[src/rtl/axi_rt_cfg_sequencer.sv]
// AXI4-Lite master that snapshots per-manager period/budget/enable values on start
// and writes them into the RT unit's register file, strictly one write at a time.

module axi_rt_cfg_sequencer #(
  parameter int unsigned RtNumManagers      = 2,
  parameter int unsigned RtPeriodWidth      = 32,
  parameter int unsigned RtBudgetWidth      = 32,
  parameter int unsigned RtAxiLiteAddrWidth = 32,
  parameter int unsigned RtAxiLiteDataWidth = 32,
  parameter logic [RtAxiLiteAddrWidth-1:0] CfgBaseAddr = 32'h0,
  parameter logic [RtAxiLiteAddrWidth-1:0] MgrStride   = 32'h20,
  parameter logic [RtAxiLiteAddrWidth-1:0] PeriodOff   = 32'h0,
  parameter logic [RtAxiLiteAddrWidth-1:0] BudgetOff   = 32'h4,
  parameter logic [RtAxiLiteAddrWidth-1:0] EnableOff   = 32'h8
) (
  input  logic                                    clk_i,
  input  logic                                    rst_ni,
  input  logic                                    start_i,
  input  logic [RtNumManagers*RtPeriodWidth-1:0]  period_i,
  input  logic [RtNumManagers*RtBudgetWidth-1:0]  budget_i,
  input  logic [RtNumManagers-1:0]                enable_i,
  output logic                                    busy_o,
  output logic                                    done_o,
  output logic                                    error_o,
  output logic [RtAxiLiteAddrWidth-1:0]           m_axi_lite_awaddr_o,
  output logic [2:0]                              m_axi_lite_awprot_o,
  output logic                                    m_axi_lite_awvalid_o,
  input  logic                                    m_axi_lite_awready_i,
  output logic [RtAxiLiteDataWidth-1:0]           m_axi_lite_wdata_o,
  output logic [RtAxiLiteDataWidth/8-1:0]         m_axi_lite_wstrb_o,
  output logic                                    m_axi_lite_wvalid_o,
  input  logic                                    m_axi_lite_wready_i,
  input  logic [1:0]                              m_axi_lite_bresp_i,
  input  logic                                    m_axi_lite_bvalid_i,
  output logic                                    m_axi_lite_bready_o
);

  localparam int unsigned MgrIdxWidth = (RtNumManagers > 1) ? $clog2(RtNumManagers) : 1;
  localparam int unsigned StrbWidth   = RtAxiLiteDataWidth / 8;

  typedef enum logic [1:0] {
    IDLE  = 2'd0,
    ISSUE = 2'd1,
    RESP  = 2'd2,
    DONE  = 2'd3
  } state_e;

  state_e                                state_r, state_s;
  logic [RtNumManagers*RtPeriodWidth-1:0] period_snap_r, period_snap_s;
  logic [RtNumManagers*RtBudgetWidth-1:0] budget_snap_r, budget_snap_s;
  logic [RtNumManagers-1:0]               enable_snap_r, enable_snap_s;
  logic [MgrIdxWidth-1:0]                 mgr_r, mgr_s, nxt_mgr_s;
  logic [1:0]                             fld_r, fld_s, nxt_fld_s;
  logic                                   aw_done_r, aw_done_s;
  logic                                   w_done_r, w_done_s;
  logic                                   awvalid_r, awvalid_s;
  logic                                   wvalid_r, wvalid_s;
  logic                                   bready_r, bready_s;
  logic [RtAxiLiteAddrWidth-1:0]          awaddr_r, awaddr_s;
  logic [RtAxiLiteDataWidth-1:0]          wdata_r, wdata_s;
  logic                                   busy_r, busy_s;
  logic                                   done_r, done_s;
  logic                                   error_r, error_s;
  logic                                   aw_hs_s, w_hs_s, last_write_s;

  // Address arithmetic wraps in the AXI address width.
  function automatic logic [RtAxiLiteAddrWidth-1:0] calc_addr(
    input logic [MgrIdxWidth-1:0] mgr,
    input logic [1:0]             fld
  );
    logic [RtAxiLiteAddrWidth-1:0] off;
    logic [RtAxiLiteAddrWidth-1:0] mgr_ext;
    case (fld)
      2'd0:    off = PeriodOff;
      2'd1:    off = BudgetOff;
      2'd2:    off = EnableOff;
      default: off = PeriodOff;
    endcase
    mgr_ext = RtAxiLiteAddrWidth'(mgr);
    return CfgBaseAddr + mgr_ext * MgrStride + off;
  endfunction

  function automatic logic [RtAxiLiteDataWidth-1:0] calc_data(
    input logic [RtNumManagers*RtPeriodWidth-1:0] per,
    input logic [RtNumManagers*RtBudgetWidth-1:0] bud,
    input logic [RtNumManagers-1:0]               en,
    input logic [MgrIdxWidth-1:0]                 mgr,
    input logic [1:0]                             fld
  );
    logic [RtAxiLiteDataWidth-1:0] data;
    case (fld)
      2'd0:    data = RtAxiLiteDataWidth'(per[mgr*RtPeriodWidth +: RtPeriodWidth]);
      2'd1:    data = RtAxiLiteDataWidth'(bud[mgr*RtBudgetWidth +: RtBudgetWidth]);
      2'd2:    data = RtAxiLiteDataWidth'(en[mgr]);
      default: data = '0;
    endcase
    return data;
  endfunction

  assign aw_hs_s      = awvalid_r & m_axi_lite_awready_i;
  assign w_hs_s       = wvalid_r & m_axi_lite_wready_i;
  assign last_write_s = (mgr_r == MgrIdxWidth'(RtNumManagers - 1)) && (fld_r == 2'd2);
  assign nxt_fld_s    = (fld_r == 2'd2) ? 2'd0 : fld_r + 2'd1;
  assign nxt_mgr_s    = (fld_r == 2'd2) ? mgr_r + MgrIdxWidth'(1) : mgr_r;

  // Next-state and next-output logic; every output is registered.
  always_comb begin
    state_s       = state_r;
    period_snap_s = period_snap_r;
    budget_snap_s = budget_snap_r;
    enable_snap_s = enable_snap_r;
    mgr_s         = mgr_r;
    fld_s         = fld_r;
    aw_done_s     = aw_done_r;
    w_done_s      = w_done_r;
    awvalid_s     = awvalid_r;
    wvalid_s      = wvalid_r;
    bready_s      = bready_r;
    awaddr_s      = awaddr_r;
    wdata_s       = wdata_r;
    busy_s        = busy_r;
    done_s        = 1'b0;
    error_s       = error_r;
    case (state_r)
      IDLE: begin
        if (start_i) begin
          period_snap_s = period_i;
          budget_snap_s = budget_i;
          enable_snap_s = enable_i;
          mgr_s         = '0;
          fld_s         = 2'd0;
          error_s       = 1'b0;
          busy_s        = 1'b1;
          aw_done_s     = 1'b0;
          w_done_s      = 1'b0;
          awvalid_s     = 1'b1;
          wvalid_s      = 1'b1;
          // Snapshot is not registered yet, so the first beat comes from the inputs.
          awaddr_s      = calc_addr('0, 2'd0);
          wdata_s       = calc_data(period_i, budget_i, enable_i, '0, 2'd0);
          state_s       = ISSUE;
        end else begin
          state_s = IDLE;
        end
      end
      ISSUE: begin
        if (aw_hs_s) begin
          awvalid_s = 1'b0;
          aw_done_s = 1'b1;
        end else begin
          aw_done_s = aw_done_r;
        end
        if (w_hs_s) begin
          wvalid_s = 1'b0;
          w_done_s = 1'b1;
        end else begin
          w_done_s = w_done_r;
        end
        if ((aw_done_r || aw_hs_s) && (w_done_r || w_hs_s)) begin
          bready_s = 1'b1;
          state_s  = RESP;
        end else begin
          state_s = ISSUE;
        end
      end
      RESP: begin
        if (m_axi_lite_bvalid_i) begin
          bready_s = 1'b0;
          if (m_axi_lite_bresp_i != 2'b00) begin
            error_s = 1'b1;
            busy_s  = 1'b0;
            done_s  = 1'b1;
            state_s = DONE;
          end else if (last_write_s) begin
            busy_s  = 1'b0;
            done_s  = 1'b1;
            state_s = DONE;
          end else begin
            mgr_s     = nxt_mgr_s;
            fld_s     = nxt_fld_s;
            aw_done_s = 1'b0;
            w_done_s  = 1'b0;
            awvalid_s = 1'b1;
            wvalid_s  = 1'b1;
            awaddr_s  = calc_addr(nxt_mgr_s, nxt_fld_s);
            wdata_s   = calc_data(period_snap_r, budget_snap_r, enable_snap_r,
                                  nxt_mgr_s, nxt_fld_s);
            state_s   = ISSUE;
          end
        end else begin
          state_s = RESP;
        end
      end
      DONE: begin
        state_s = IDLE;
      end
      default: begin
        awvalid_s = 1'b0;
        wvalid_s  = 1'b0;
        bready_s  = 1'b0;
        busy_s    = 1'b0;
        state_s   = IDLE;
      end
    endcase
  end

  // State, snapshot and output registers.
  always_ff @(posedge clk_i or negedge rst_ni) begin
    if (!rst_ni) begin
      state_r       <= IDLE;
      period_snap_r <= '0;
      budget_snap_r <= '0;
      enable_snap_r <= '0;
      mgr_r         <= '0;
      fld_r         <= 2'd0;
      aw_done_r     <= 1'b0;
      w_done_r      <= 1'b0;
      awvalid_r     <= 1'b0;
      wvalid_r      <= 1'b0;
      bready_r      <= 1'b0;
      awaddr_r      <= '0;
      wdata_r       <= '0;
      busy_r        <= 1'b0;
      done_r        <= 1'b0;
      error_r       <= 1'b0;
    end else begin
      state_r       <= state_s;
      period_snap_r <= period_snap_s;
      budget_snap_r <= budget_snap_s;
      enable_snap_r <= enable_snap_s;
      mgr_r         <= mgr_s;
      fld_r         <= fld_s;
      aw_done_r     <= aw_done_s;
      w_done_r      <= w_done_s;
      awvalid_r     <= awvalid_s;
      wvalid_r      <= wvalid_s;
      bready_r      <= bready_s;
      awaddr_r      <= awaddr_s;
      wdata_r       <= wdata_s;
      busy_r        <= busy_s;
      done_r        <= done_s;
      error_r       <= error_s;
    end
  end

  assign busy_o               = busy_r;
  assign done_o               = done_r;
  assign error_o              = error_r;
  assign m_axi_lite_awaddr_o  = awaddr_r;
  assign m_axi_lite_awprot_o  = 3'b000;
  assign m_axi_lite_awvalid_o = awvalid_r;
  assign m_axi_lite_wdata_o   = wdata_r;
  assign m_axi_lite_wstrb_o   = {StrbWidth{1'b1}};
  assign m_axi_lite_wvalid_o  = wvalid_r;
  assign m_axi_lite_bready_o  = bready_r;

endmodule

[config.mk]
export PLATFORM = sky130hd
export DESIGN_NAME = axi_rt_cfg_sequencer
export DESIGN_NICKNAME = d
export VERILOG_FILES = /design/src/rtl/axi_rt_cfg_sequencer.sv
export SDC_FILE = /design/constraint.sdc
export NUM_CORES = 1
export LEC_CHECK = 0
export CORE_ASPECT_RATIO = 1.4
export CORE_MARGIN = 2
export CORE_UTILIZATION = 50
export CTS_BUF_LIST = sky130_fd_sc_hd__clkbuf_8
export DETAILED_ROUTE_END_ITERATION = 12
export PLACE_DENSITY_LB_ADDON = 0.08
export SYNTH_ARGS = -nofsm -noshare
export SYNTH_HDL_FRONTEND = slang
export SYNTH_SLANG_ARGS = --single-unit
export TNS_END_PERCENT = 20
[constraint.sdc]
create_clock -name clk_i -period 2.4 [get_ports clk_i]
set_input_delay 0.6 -clock clk_i [delete_from_list [all_inputs] [get_ports clk_i]]
set_output_delay 0.6 -clock clk_i [all_outputs]
set_load 0.1 [all_outputs]
==> out/qor.yml, run 1 <==
setup_tns_ns: 0
cts_root_buf: "clkbuf_8"
dr.max_layer_used: "met4"
async_reset_ff_share_pct: 100.0
r2r-end: "m_axi_lite_wdata_o[21]"
ys_ff_latch: 175
syn_area_mm2: 0.007823
final_nets: 1045
finalSetupViolations: 0
postCtsHoldBufs: 0
place.detailed.hpwl_um: 13030
drive_above_1_share_pct: 15.02
avgSynthCellArea_um2: 10.67
seq_area_frac_synth_pct: 55.98
wirelength_um: 18660
period_share_pct: 87.30
layoutNonFillerInstCount: 1115
hold_viol: 0
ys_top_cells_by_area: "dfrtp_1 (56%), nand2_1 (14%), mux4_2 (8.3%)"
drc: 0
rrSetupSlack_ns: 0.30
leakagePower_uw: 0.005038
antenna_found_initial: 0
layout_commonest_cell: "nand2_1"
whs_ns: 0.02076
post_cts_resized: 0
start_util_pct: 50.56
worst_r2r_path_depth: 5
finalWeightedCongestion: 0.7900
drv_slew: 0
synth_cell_types: 41
crit_required_ns: 2.73
rsz0062_at_grt: "no"
cts_tree: "done"
numCtsBuffers: 17
htreeDepth: 4
grt_pass1_vias: 6022
path_max_fanout: 15
antenna_cells: 0
portBuffers: 178
synth_top_area_share_pct: 55.98
wl_per_cell_um: 16.73
ant_nets: 0
grt_pass1_wl_um: 30570
crit_path_start_kind: "register"
worst_clock_skew_ns: 0.01159
areaGrowthSynthToFinish_pct: 28.87
yosys.area.top_type: "dfrtp_1"
dr.pass1.iters: 6
power_uw: 13410
cp.arrival_ns: 2.43
drt_iter0_drc: 296
io_pins: 215
multi_input_area_mm2: 0.003079
viasPerCell: 5.186
place_inst: 1083
clock_latency_ns: 0.46
yosysWarnings: 0
coreArea_mm2: 0.01547
vias: 5782
met2WireLength_um: 9787
overflow: 0
cts_setup_buffers: 0
fmax_mhz: 477.3
cts_sinks: 175
cp-end-kind: "register"
finalCriticalPeriod_ns: 2.095
grt_max_degree: 82
mostFrequentLayoutCells: "nand2_1 (299), dfrtp_1 (173), clkdlybuf4s50_1 (136)"
synth-main-ff-cell: "dfrtp_1"
worst-setup-path-type: "register to register"
path_clk_slew_ns: 0.09
clk_path_buf_depth: 2
dr_wl_met3_um: 1123
powerDensity_mw_per_mm2: 1330
die_w_um: 109.7
fillers: 1286
maxCapViolations: 0
wl_met1_um: 7517
synth_edf_count: 0
r2r-start: "m_axi_lite_awaddr_o[3]"
ir_worst_vdd_v: 0.0006595
dieArea_mm2: 0.01668
hold_class: "input pin to asynchronous set/reset pin"
grtUsageTotal_pct: 23.88
status: "finished clean"
seqCellArea_mm2: 0.004384
die_y_um: 152.0
synth_cells: 733
rows: 54
cell usage after synthesis (all sizes together), types with 3 or more instances:
cell type and instances:
a221o 31, mux2 3, and2 31, nor2 7, a21o 33, nand2 299
dfrtp 175, o21ai 5, mux4 31, clkbuf 14, a21oi 5, buf 67
layer usage:
metal	up-vias	track usage, %
met3	16	4.976
met5	-	0
met4	0	6.570
met2	192	39.89
met1	2849	31.50
li1	2725	-
metrics by stage:
stage               utilization, %  setup WS [ns]  cell area [um2]
finish                       65.15         0.3048            10080
global route                 65.15         0.2155            10080
CTS                          65.15         0.3083            10080
detailed placement           62.49        0.02973             9669
global placement             62.49        0.07982             9669
floorplan                        -       -0.05003             7955
cells by family (layout without fill, tap and decap cells):
| family | count (synthesis) | after routing | share of synthesized area [%] |
|---|---|---|---|
| and+or+nand+nor | 354 | 354 | 18.81 |
| buffers and inverters | 83 | 235 | 6.702 |
| adders and majority gates | 1 | 1 | 0.1599 |
| AOI/OAI and AO/OA | 84 | 84 | 8.797 |
| muxes | 34 | 34 | 9.453 |
| DFF | 175 | 175 | 55.98 |
| other | 2 | 36 | 0.09601 |
power breakdown:
part / internal, uW / switching (uW) / total [uW] / leakage (uW)
Clock: 1010 / 1060 / 2070 / 0.000195
Combinational: 2150 / 4080 / 6230 / 0.00267
Sequential: 4310 / 801 / 5110 / 0.00218
Total: 7470 / 5940 / 13400 / 0.00504
critical path: stages, from the launching register on:
cell,delay [ns]
dfrtp_2,0.49
and2b_1,0.19
ha_2,0.36
buf_4,0.27
mux4_2,0.35
a221o_1,0.31
worst max path at each step:
stage	start	end	slack [ns]
final	m_axi_lite_awaddr_o[3]	m_axi_lite_wdata_o[21]	0.30
after global routing	m_axi_lite_awaddr_o[3]	m_axi_lite_wdata_o[28]	0.22
after CTS	m_axi_lite_awaddr_o[3]	m_axi_lite_wdata_o[21]	0.31
after detailed placement	start_i	budget_snap_r[4]	0.03
after global placement	start_i	period_snap_r[36]	0.08
after floorplan	m_axi_lite_awaddr_o[3]	m_axi_lite_wdata_o[14]	-0.05
layout make-up:
| cell class | count | area share [%] |
|---|---|---|
| timing repair buffer | 201 | 19.37 |
| clock inverter | 12 | 1.353 |
| inverter | 2 | 0.07447 |
| sequential | 175 | 43.49 |
| clock buffer | 20 | 2.731 |
| tap | 196 | 2.433 |
| multi-input combinational | 509 | 30.54 |
flip-flops by register name, summed over array words and instances, names as in the netlist:
signal	flops
budget_snap_r	64
state_r	2
error_o	1
aw_done_r	1
m_axi_lite_bready_o	1
done_o	1
period_snap_r	64
m_axi_lite_awaddr_o	3
busy_o	1
m_axi_lite_wvalid_o	1
m_axi_lite_wdata_o	32
w_done_r	1
m_axi_lite_awvalid_o	1
enable_snap_r	2
Note: power is estimated with default switching activity, not from simulation.
==> run 2: changes to the inputs <==
PLACE_DENSITY = 0.92   (was unset)
PLACE_DENSITY_LB_ADDON = unset   (was 0.08)
==> run 2 against run 1 <==
Net effect: die area did not move; maximum frequency grew 0.62%; sequential cell count did not move; largest cell class unchanged; largest power group unchanged.
==> out/qor.yml, run 2 (synthesized netlist as in run 1, its figures left out) <==
cp.arrival_ns: 2.45
whs_ns: 0.05538
powerDensity_mw_per_mm2: 1338
drv_slew: 0
grt_max_degree: 74
hold_class: "input pin to asynchronous set/reset pin"
grtUsageTotal_pct: 23.35
start_util_pct: 50.56
overflow: 0
rows: 54
viasPerCell: 5.270
clock_latency_ns: 0.44
setup_tns_ns: 0
htreeDepth: 4
clk_path_buf_depth: 2
fin_util_pct: 65.31
crit_required_ns: 2.76
mostFrequentLayoutCells: "nand2_1 (299), dfrtp_1 (173), clkdlybuf4s50_1 (136)"
cts_sinks: 175
ant_nets: 0
finalSetupViolations: 0
status: "finished clean"
worst_clock_skew_ns: 0.01925
areaGrowthSynthToFinish_pct: 29.17
final_nets: 1045
drt_iter0_drc: 397
cts_tree: "done"
dr.pass1.iters: 5
fmax_mhz: 480.2
io_pins: 215
leakagePower_uw: 0.005044
rsz0062_at_grt: "no"
maxCapViolations: 0
numCtsBuffers: 17
grt_pass1_wl_um: 29860
post_cts_resized: 0
path_clk_slew_ns: 0.09
hold_viol: 0
path_max_fanout: 12
wl_per_cell_um: 16.90
portBuffers: 178
place.detailed.hpwl_um: 13760
ir_worst_vdd_v: 0.001093
cts_setup_buffers: 0
die_y_um: 152.0
vias: 5871
die_w_um: 109.7
worst-setup-path-type: "register to register"
finalCriticalPeriod_ns: 2.082
cts_root_buf: "clkbuf_8"
period_share_pct: 86.76
fillers: 1144
dieArea_mm2: 0.01668
placed_area_mm2: 0.009707
fin_area_mm2: 0.01010
wirelength_um: 18820
drive_above_1_share_pct: 15.03
crit_path_start_kind: "register"
cp-end-kind: "register"
grt_pass1_vias: 6034
antenna_found_initial: 0
coreArea_mm2: 0.01547
layout_commonest_cell: "nand2_1"
postCtsHoldBufs: 0
antenna_cells: 0
finalWeightedCongestion: 0.8374
drc: 0
==> run 2: changes by cell type in the layout (fill, tap and decap cells not counted) <==
cell,before,now
buf_12,8,11
buf_4,56,53
clkbuf_8,20,18
clkinv_2,0,1
clkinv_4,3,1
clkinvlp_4,5,4
inv_1,3,2
inv_6,1,4
inv_8,0,1
==> run 2: where the power goes <==
| part | leakage (uW) | switching [uW] | internal [uW] |
|---|---|---|---|
| logic | 0.00268 | 4140 | 2190 |
| registers | 0.00218 | 818 | 4310 |
| clock network | 0.000190 | 1090 | 968 |
==> run 2: final cells by class <==
type	instances	area [um2]	area share (%)
Timing Repair Buffer	201	1991	19.70
Tap cell	196	245.2	2.427
Multi-Input combinational cell	509	3079	30.47
Sequential cell	175	4384	43.39
Clock buffer	18	247.7	2.452
Clock inverter	13	150.1	1.486
Inverter	2	7.507	0.07429
==> run 2: path summary, 6_finish.rpt <==
| kind | start | endpoint | slack [ns] | depth (start not counted) |
|---|---|---|---|---|
| max | m_axi_lite_awaddr_o[2] | m_axi_lite_wdata_o[6] | 0.32 | 6 |
| min | rst_ni | budget_snap_r[36] | 0.06 | 1 |
| max reg2reg | m_axi_lite_awaddr_o[2] | m_axi_lite_wdata_o[6] | 0.32 | 6 |
| min reg2reg | period_snap_r[32] | period_snap_r[32] | 0.48 | 2 |
| max in group asynchronous | rst_ni | m_axi_lite_wdata_o[23] | 1.59 | 2 |
| min in group clk_i | period_snap_r[32] | period_snap_r[32] | 0.48 | 2 |
==> run 2: routing by layer <==
metal | up-vias | GRT usage [%] | routed length [um]
met5 | - | 0 | 0
met4 | 0 | 12.66 | 939
met3 | 57 | 4.076 | 950
met2 | 226 | 39.56 | 9936
met1 | 2868 | 27.74 | 6995
li1 | 2720 | - | -
==> run 2: worst max-delay path, cell delays in order (launching register included) <==
cell and delay (ns):
dfrtp_4 0.49, and2b_1 0.21, ha_2 0.18, or3_1 0.42, nor3_2 0.27, buf_4 0.26, a221o_1 0.18
==> run 2: metrics by stage <==
step                setup slack (ns)  cells  power [uW]
detailed placement           0.07368   1083       11530
global placement              0.1261   1083       11250
floorplan                   -0.05003    767        9857
finish                        0.3177   1114       13520
CTS                           0.3120   1114       13590
global route                  0.1967   1114       14260
